===== src/rtl/seed_editor.sv =====
// Seed-pattern editor for the 8x8 Life engine: conditions key inputs into
// single-cycle events, edits a 64-bit board under a cursor and drives a blinking preview.
module seed_editor #(
  parameter int BLINK_CYCLES = 25_000_000
) (
  input  logic            clk,
  input  logic            reset,
  input  logic            edit_en,
  input  logic            key_up,
  input  logic            key_down,
  input  logic            key_left,
  input  logic            key_right,
  input  logic            key_toggle,
  input  logic            key_clear,
  input  logic            key_load,
  input  logic [1:0]      preset_sel,
  output logic [7:0][7:0] board,
  output logic [7:0][7:0] display,
  output logic [2:0]      cursor_x,
  output logic [2:0]      cursor_y
);
  localparam int CW = (BLINK_CYCLES > 2) ? $clog2(BLINK_CYCLES) : 1;

  // key vector order doubles as priority order: bit 0 wins
  localparam int K_CLR = 0, K_LOAD = 1, K_TGL = 2, K_UP = 3, K_DN = 4, K_LT = 5, K_RT = 6;

  logic [6:0]      keys;
  logic [6:0]      sync1_q, sync2_q, prev_q, ev;
  logic [7:0][7:0] board_q, board_d, disp_q, disp_d, preset;
  logic [2:0]      cx_q, cx_d, cy_q, cy_d;
  logic [CW-1:0]   cnt_q;
  logic            phase_q;

  assign keys = {key_right, key_left, key_down, key_up, key_toggle, key_load, key_clear};
  assign ev   = sync2_q & ~prev_q;

  always_comb begin
    preset = '0;
    case (preset_sel)
      2'd0: begin
        preset[1][2] = 1'b1; preset[2][1] = 1'b1;
        preset[0][0] = 1'b1; preset[1][0] = 1'b1; preset[2][0] = 1'b1;
      end
      2'd1: begin
        preset[3][3] = 1'b1; preset[3][4] = 1'b1; preset[3][5] = 1'b1;
      end
      2'd2: begin
        preset[3][3] = 1'b1; preset[4][3] = 1'b1;
        preset[3][4] = 1'b1; preset[4][4] = 1'b1;
      end
      default: begin
        for (int x = 0; x < 8; x++)
          for (int y = 0; y < 8; y++)
            preset[x][y] = ((x + y) % 2) == 0;
      end
    endcase
  end

  always_comb begin
    board_d = board_q;
    cx_d    = cx_q;
    cy_d    = cy_q;
    if (edit_en) begin
      if (ev[K_CLR])       board_d = '0;
      else if (ev[K_LOAD]) board_d = preset;
      else if (ev[K_TGL])  board_d[cx_q][cy_q] = ~board_q[cx_q][cy_q];
      else if (ev[K_UP])   begin if (cy_q != 3'd7) cy_d = cy_q + 3'd1; end
      else if (ev[K_DN])   begin if (cy_q != 3'd0) cy_d = cy_q - 3'd1; end
      else if (ev[K_LT])   begin if (cx_q != 3'd0) cx_d = cx_q - 3'd1; end
      else if (ev[K_RT])   begin if (cx_q != 3'd7) cx_d = cx_q + 3'd1; end
    end
  end

  always_comb begin
    disp_d = board_q;
    if (edit_en && phase_q) disp_d[cx_q][cy_q] = ~board_q[cx_q][cy_q];
  end

  always_ff @(posedge clk) begin
    if (reset) begin
      sync1_q <= '0;
      sync2_q <= '0;
      prev_q  <= '0;
      board_q <= '0;
      disp_q  <= '0;
      cx_q    <= '0;
      cy_q    <= '0;
      cnt_q   <= '0;
      phase_q <= 1'b0;
    end else begin
      sync1_q <= keys;
      sync2_q <= sync1_q;
      prev_q  <= sync2_q;
      board_q <= board_d;
      disp_q  <= disp_d;
      cx_q    <= cx_d;
      cy_q    <= cy_d;
      if (cnt_q == CW'(BLINK_CYCLES - 1)) begin
        cnt_q   <= '0;
        phase_q <= ~phase_q;
      end else begin
        cnt_q   <= cnt_q + CW'(1);
      end
    end
  end

  assign board    = board_q;
  assign display  = disp_q;
  assign cursor_x = cx_q;
  assign cursor_y = cy_q;
endmodule


===== config.mk =====
export PLATFORM = sky130hd
export DESIGN_NAME = seed_editor
export DESIGN_NICKNAME = d
export VERILOG_FILES = /design/src/rtl/seed_editor.sv
export SDC_FILE = /design/constraint.sdc
export NUM_CORES = 1
export LEC_CHECK = 0
export BUFFER_PORTS_ARGS = -buffer_cell sky130_fd_sc_hd__buf_2
export CAP_MARGIN = 30
export CORE_MARGIN = 5
export CORE_UTILIZATION = 50
export DETAILED_ROUTE_END_ITERATION = 8
export PLACE_DENSITY_LB_ADDON = 0.2
export RECOVER_POWER = 50
export SYNTH_ARGS = -nofsm -noshare
export SYNTH_HDL_FRONTEND = slang
export SYNTH_SLANG_ARGS = --single-unit

===== constraint.sdc =====
create_clock -name clk -period 2.6 [get_ports clk]
set_input_delay 0.52 -clock clk [delete_from_list [all_inputs] [get_ports clk]]
set_output_delay 0.52 -clock clk [all_outputs]
set_load 0.005 [all_outputs]

# ---- Yosys cells after proc, flatten, opt, wreduce, memory -nomap -nowiden
# Cells that the tools add are included.
# Widths: inputs -> output; s select.
dict set report word_totals {
  register_bits 181
  input_bits 12
  out_inout_bits 134
  word_cells 100
}
dict set report classes {
  addsub 5
  order_cmp 4
  n_eq_ne 7
  n_mux 33
  n_bitwise 9
  reduce_logical 19
}
# cell count
set ops {}
lappend ops {{$mux 64} 4}
lappend ops {{$bwmux 64} 1}
lappend ops {{$mux 27} 1}
lappend ops {{$add 25x1->25 const B} 1}
lappend ops {{$eq 25x25->1 const B} 1}
lappend ops {{$bmux 8 s3} 1}
lappend ops {{$demux 8 s3} 1}
lappend ops {{$mux 3} 8}
lappend ops {{$mux 8} 3}
lappend ops {{$pmux 2 s2} 3}
lappend ops {{$mux 5} 2}
lappend ops {{$reduce_and 9->1} 1}
lappend ops {{$reduce_bool 3->1} 3}
lappend ops {{$lt 3x4->1 const B} 2}
lappend ops {{$reduce_bool 2->1} 4}
lappend ops {{$reduce_or 2->1} 4}
lappend ops {{$and 7x7->7} 1}
lappend ops {{$not 1->1} 7}
lappend ops {{$not 7->7} 1}
lappend ops {{$reduce_and 7->1} 1}
lappend ops {{$add 3x1->3 const B} 2}
lappend ops {{$ge 3x1->1 const B} 2}
lappend ops {{$mux 1} 6}
lappend ops {{$mux 6} 1}
lappend ops {{11 further kinds} 16}

# ---- Longest topological paths before layout
dict set report depth {
  depth_word 10
  ltp_mapped 11
  mapped_depth_nobuf 7
}

# ---- Worst setup path before layout
# No wires, ideal clock.
dict set report synth_path {
  kind {reg2reg}
  start {register cx_q[1] (netlist: cursor_x[1])}
  end {register board_q (netlist bit board[31])}
  arrival_time_ps 1974
  path_slack_ps 530
  path_stages_with_launch 12
  synth_period_minus_slack_ps 2070
  cell_sequence {dfxtp_1 -> buf_6 -> buf_6 -> buf_6 -> mux2i_1 -> a22oi_1 -> nand3_1 -> o211ai_2 -> or2_1 -> buf_2 -> buf_6 -> o41ai_2}
}
dict set report synth_via {
  elab_chain_len 9
  word_cells_on_any_way 14
  cone_classes {order compare (2); mux (10); bitwise (1); reduce/logical (1)}
}
# item line
set synth_lines {}
lappend synth_lines {{from (decl)} 30} ;# logic [2:0] cx_q, cx_d, cy_q, cy_d;
lappend synth_lines {{from (signal assigned)} 86} ;# cx_q <= '0;
lappend synth_lines {{from (signal assigned)} 96} ;# cx_q <= cx_d;
lappend synth_lines {{$bmux 8 s3} 66} ;# else if (ev[K_TGL]) board_d[cx_q][cy_q] = ~board_q[cx_q][cy_q];
lappend synth_lines {{$mux 8 (not written as such)} 66}
lappend synth_lines {{$bmux 1 s3} 66}
lappend synth_lines {{$mux 1 (not written as such)} 66}
lappend synth_lines {{$not 1->1} 66}
lappend synth_lines {{$bwmux 64 *} 66}
lappend synth_lines {{$mux 64 *} 66}
lappend synth_lines {{$mux 64 *} 65} ;# else if (ev[K_LOAD]) board_d = preset;
lappend synth_lines {{$mux 64 *} 64} ;# if (ev[K_CLR]) board_d = '0;
lappend synth_lines {{to (signal assigned)} 94} ;# board_q <= board_d;
lappend synth_lines {{to (decl)} 29} ;# logic [7:0][7:0] board_q, board_d, disp_q, disp_d, preset;
# Every way passes the cells marked *; elsewhere a longest branch is shown, timed or not. The select of a mux whose other input is x is not followed.
# A chain may end at the register's enable or synchronous reset.

# ---- Final worst setup path
dict set report layout_path {
  start {register cy_q[2] (netlist: cursor_y[2])}
  end {register disp_q (netlist bit display[41])}
}
dict set report layout_via {
  elab_chain_len 8
  word_cells_on_any_way 12
  cone_classes {order compare (2); mux (8); bitwise (1); reduce/logical (1)}
}
# item line
set layout_lines {}
lappend layout_lines {{from (decl)} 30}
lappend layout_lines {{from (signal assigned)} 97} ;# cy_q <= cy_d;
lappend layout_lines {{$lt 3x4->1 (not written as such) or $ge 3x1->1 (tied branches)} 76} ;# if (edit_en && phase_q) disp_d[cx_q][cy_q] = ~board_q[cx_q][cy_q];
lappend layout_lines {{$logic_and 1x1->1 (not written as such)} 76}
lappend layout_lines {{$mux 1 (not written as such)} 76}
lappend layout_lines {{$demux 1 s3} 76}
lappend layout_lines {{$mux 8 (not written as such)} 76}
lappend layout_lines {{$demux 8 s3} 76}
lappend layout_lines {{$bwmux 64 *} 76}
lappend layout_lines {{$mux 64 *} 76}
lappend layout_lines {{to (signal assigned)} 95} ;# disp_q <= disp_d;
lappend layout_lines {{to (decl)} 29}
# Marked as above.

==> results by group <==
Floorplan
  – Die area: 20200 sq um
  – Ports: 146
  – Die X: 142 um
  – Starting density of the core: 50.6%
  – Die H: 142 um
  – Floorplan core area: 17200 sq um
  – # rows: 48

STA
  – Final Hold Vio Count: 0
  – Final setup viols: 0
  – Slew at the pin closest to its max-slew limit: 1050 ps
  – Setup TNS: 0 ps
  – Achievable frequency: 405 MHz
  – Slew Viols, Final: 0
  – Slew headroom: 29.4%
  – Clk_skew: 10.3 ps
  – Period utilisation layout: 95.0%
  – RSZ-0062 raised after global routing: no
  – Minimum clock period: 2470 ps

Setup path
  – Internal reg-to-reg setup slack: 130 ps
  – Worst setup EP type: register
  – Reg2reg path depth: 6
  – Reg2Reg Launch Point: cursor_y[2]
  – R2R Path End: display[41]
  – Setup CP Type: register to register
  – Setup crit start kind: register
  – WP data arrival: 2770 ps
  – Worst Path Max Fanout: 24
  – Req. time, crit path: 2900 ps

Power and ir drop
  – Pint: 4.27 mW
  – Reg power frac: 49.0%
  – Power, Total: 5.76 mW
  – Pwr dens: 558 nW/um^2
  – Switch share: 25.9%
  – Comb pwr share: 6.3%
  – Clock power frac: 44.7%
  – P_leak: 3.71 nW
  – Total net switching power: 1.49 mW
  – Worst vdd ir: 449 uV

Routing
  – First-pass DRT Iterations: 5
  – DRC: 0
  – ANT nets after route: 0
  – Vias: 8837
  – Wire per inst: 21.5 um
  – Mean number of vias per cell: 6.17
  – Drt total wl: 30800 um
  – DR iter-0 viols: 1039

Clock network
  – Later-pin clock latency in the skew report: 430 ps
  – Bufs on Longest Clock Path: 2
  – H-tree depth: 4
  – Clock tree from TritonCTS: built
  – PostCTS Resize Cnt: 0
  – Postcts setup bufs: 0
  – CTS Sinks: 181
  – Worst-path clk slew: 70 ps
  – Post-CTS Hold Fix Bufs: 0
  – Num CTS Buffers: 17
  – Root buf cell: clkbuf_16

Final layout
  – Area Growth Syn to Fin: 18.5%
  – FF/Latch Area: 3630 sq um
  – Fill cells: 1635
  – Cell Count, Final, Fillers Out: 1433
  – Final Util: 60.0%
  – ANT cells: 0
  – Multi-input logic area: 4650 sq um
  – Layout cells sized above 1: 15.2%
  – Final nets: 1215

Logic synthesis
  – Syn Nets: 1075
  – Synth Area per Inst: 8.27 sq um
  – Synth Cell Area: 8720 sq um
  – Synthesis Warnings: 0
  – Top-area cell type share of the netlist area: 41.5%
  – Post-synth ARST share: 0%
  – Yosys cell types: 67
  – #FFs+latches synth: 181
  – Post-synth EDFFs: 0
  – Synth top area cells: dfxtp_1 (42%), o21ai_0 (5.2%), a21oi_1 (4.6%)
  – Ys flop type: dfxtp_1
  – Post-synthesis sequential area ratio: 41.5%
  – Cells after Synth: 1055
  – Post-synth top area cell: dfxtp_1

Global routing
  – Largest net degree at the start of global routing: 131
  – First-pass GRT wire length: 48000 um
  – GRT overflow: 0
  – Gr usage total: 30.2%
  – Number of global-route vias before repair: 8266
  – Initial antenna violation count: 1

Placed design
  – Port buffer count: 145
  – Inst Count DP: 1401
  – Post-DP HPWL: 21800 um
  – Gpl congestion: 1.03

Min path
  – HP Class: input pin to register
  – Hold path cells: 2
  – Hold EP: sync1_q[4]
  – Hold_sp: key_down

Run status
  – Status: complete, no violations

Run
  – Maxcap violations: 0
cells in the mapped netlist (5+ instances only):
cell type	instances
nand3_1	67
clkbuf_1	65
buf_2	6
nor3_1	12
nor2b_1	41
ha_1	6
o41ai_1	6
inv_1	9
o22ai_1	5
nand3b_1	31
buf_6	7
or4_1	13
nand2_1	99
xor2_1	19
nor2_1	98
o31ai_1	31
o21ai_0	90
nand4_1	14
dfxtp_1	181
xnor2_1	11
mux2i_1	30
a22oi_1	13
a21oi_1	81
nand2b_1	7
and2_1	6
buf_4	8
a31oi_1	21
or3_1	6
worst max-delay path, cell delays in order (launching register included):
cell	delay [ps]
dfxtp_1	620
or3b_2	670
a21oi_1	420
a211oi_4	110
buf_12	190
mux2i_1	260
nor2_1	70
power groups by stage:
stage          sequential, mW  clock (mW)  combinational, mW
6_report                 2.82        2.58              0.364
3_5_place_dp             2.89           0              0.356
2_1_floorplan            2.88           0              0.232
5_1_grt                  2.83        2.72              0.393
4_1_cts                  2.82        2.60              0.358
3_3_place_gp             2.89           0              0.351
metrics by stage:
stage               cell area (sq um)  hold WS (ps)  worst slack (ps)
floorplan                        8720           414               530
global placement                 9870           416               187
detailed placement               9870           429               220
CTS                             10400           280               190
global route                    10300           288              16.9
finish                          10300           292               130
registers in the layout, indices dropped and copies added (netlist names), 3 cells and up:
name	flops
sync1_q	7
cnt_q	25
board	64
display	64
sync2_q	7
prev_q	7
cursor_x	3
cursor_y	3
how the worst max path moves through the flow:
stage	slack (ps)	cells after the start	endpoint	from
6_report	130	6	display[41]	cursor_y[2]
3_3_place_gp	190	6	display[41]	cursor_y[0]
5_1_grt	20	8	board[46]	cursor_x[1]
4_1_cts	190	6	board[57]	cursor_y[0]
3_5_place_dp	220	6	board[57]	cursor_y[0]
2_1_floorplan	530	11	board[31]	cursor_x[1]
per-layer routing:
layer | vias up | GRT usage (%) | share of wire, %
met4 | 0 | 10.4 | 2.6
met3 | 65 | 6.79 | 10
li1 | 4061 | - | -
met2 | 505 | 45.8 | 44
met5 | - | 0 | 0
met1 | 4206 | 42.6 | 43
placed cells by master (no fill, tap or decap), types with 14 or more instances in the layout:
master	instances
nor2b_1	40
nand2_1	99
nor2_1	97
xor2_1	19
o31ai_1	31
buf_4	58
nand3_1	67
clkbuf_16	17
a21oi_1	81
buf_2	66
clkbuf_1	81
o21ai_0	90
a31oi_1	21
mux2i_1	30
dfxtp_1	179
nand3b_1	31
nand4_1	14
cell families (layout without fill, tap and decap cells):
| group | count (synthesis) | after routing | share of synthesized area (%) |
|---|---|---|---|
| compound gates | 288 | 288 | 20.8 |
| xor+xnor | 30 | 30 | 3.01 |
| fa+ha+maj | 8 | 8 | 1.32 |
| buf+inv | 99 | 252 | 5.29 |
| flops | 181 | 181 | 41.5 |
| mux | 33 | 33 | 4.09 |
| simple gates | 416 | 416 | 23.9 |
final cells by class:
type                    instances  area share (%)
multi-input cells             775            45.0
well taps                     225            2.72
repair buffers                211            11.4
flip-flops and latches        181            35.1
inverters                       9           0.327
clock buffers                  18            4.15
clock inverters                14            1.37
(Power assumes the default switching activity.)
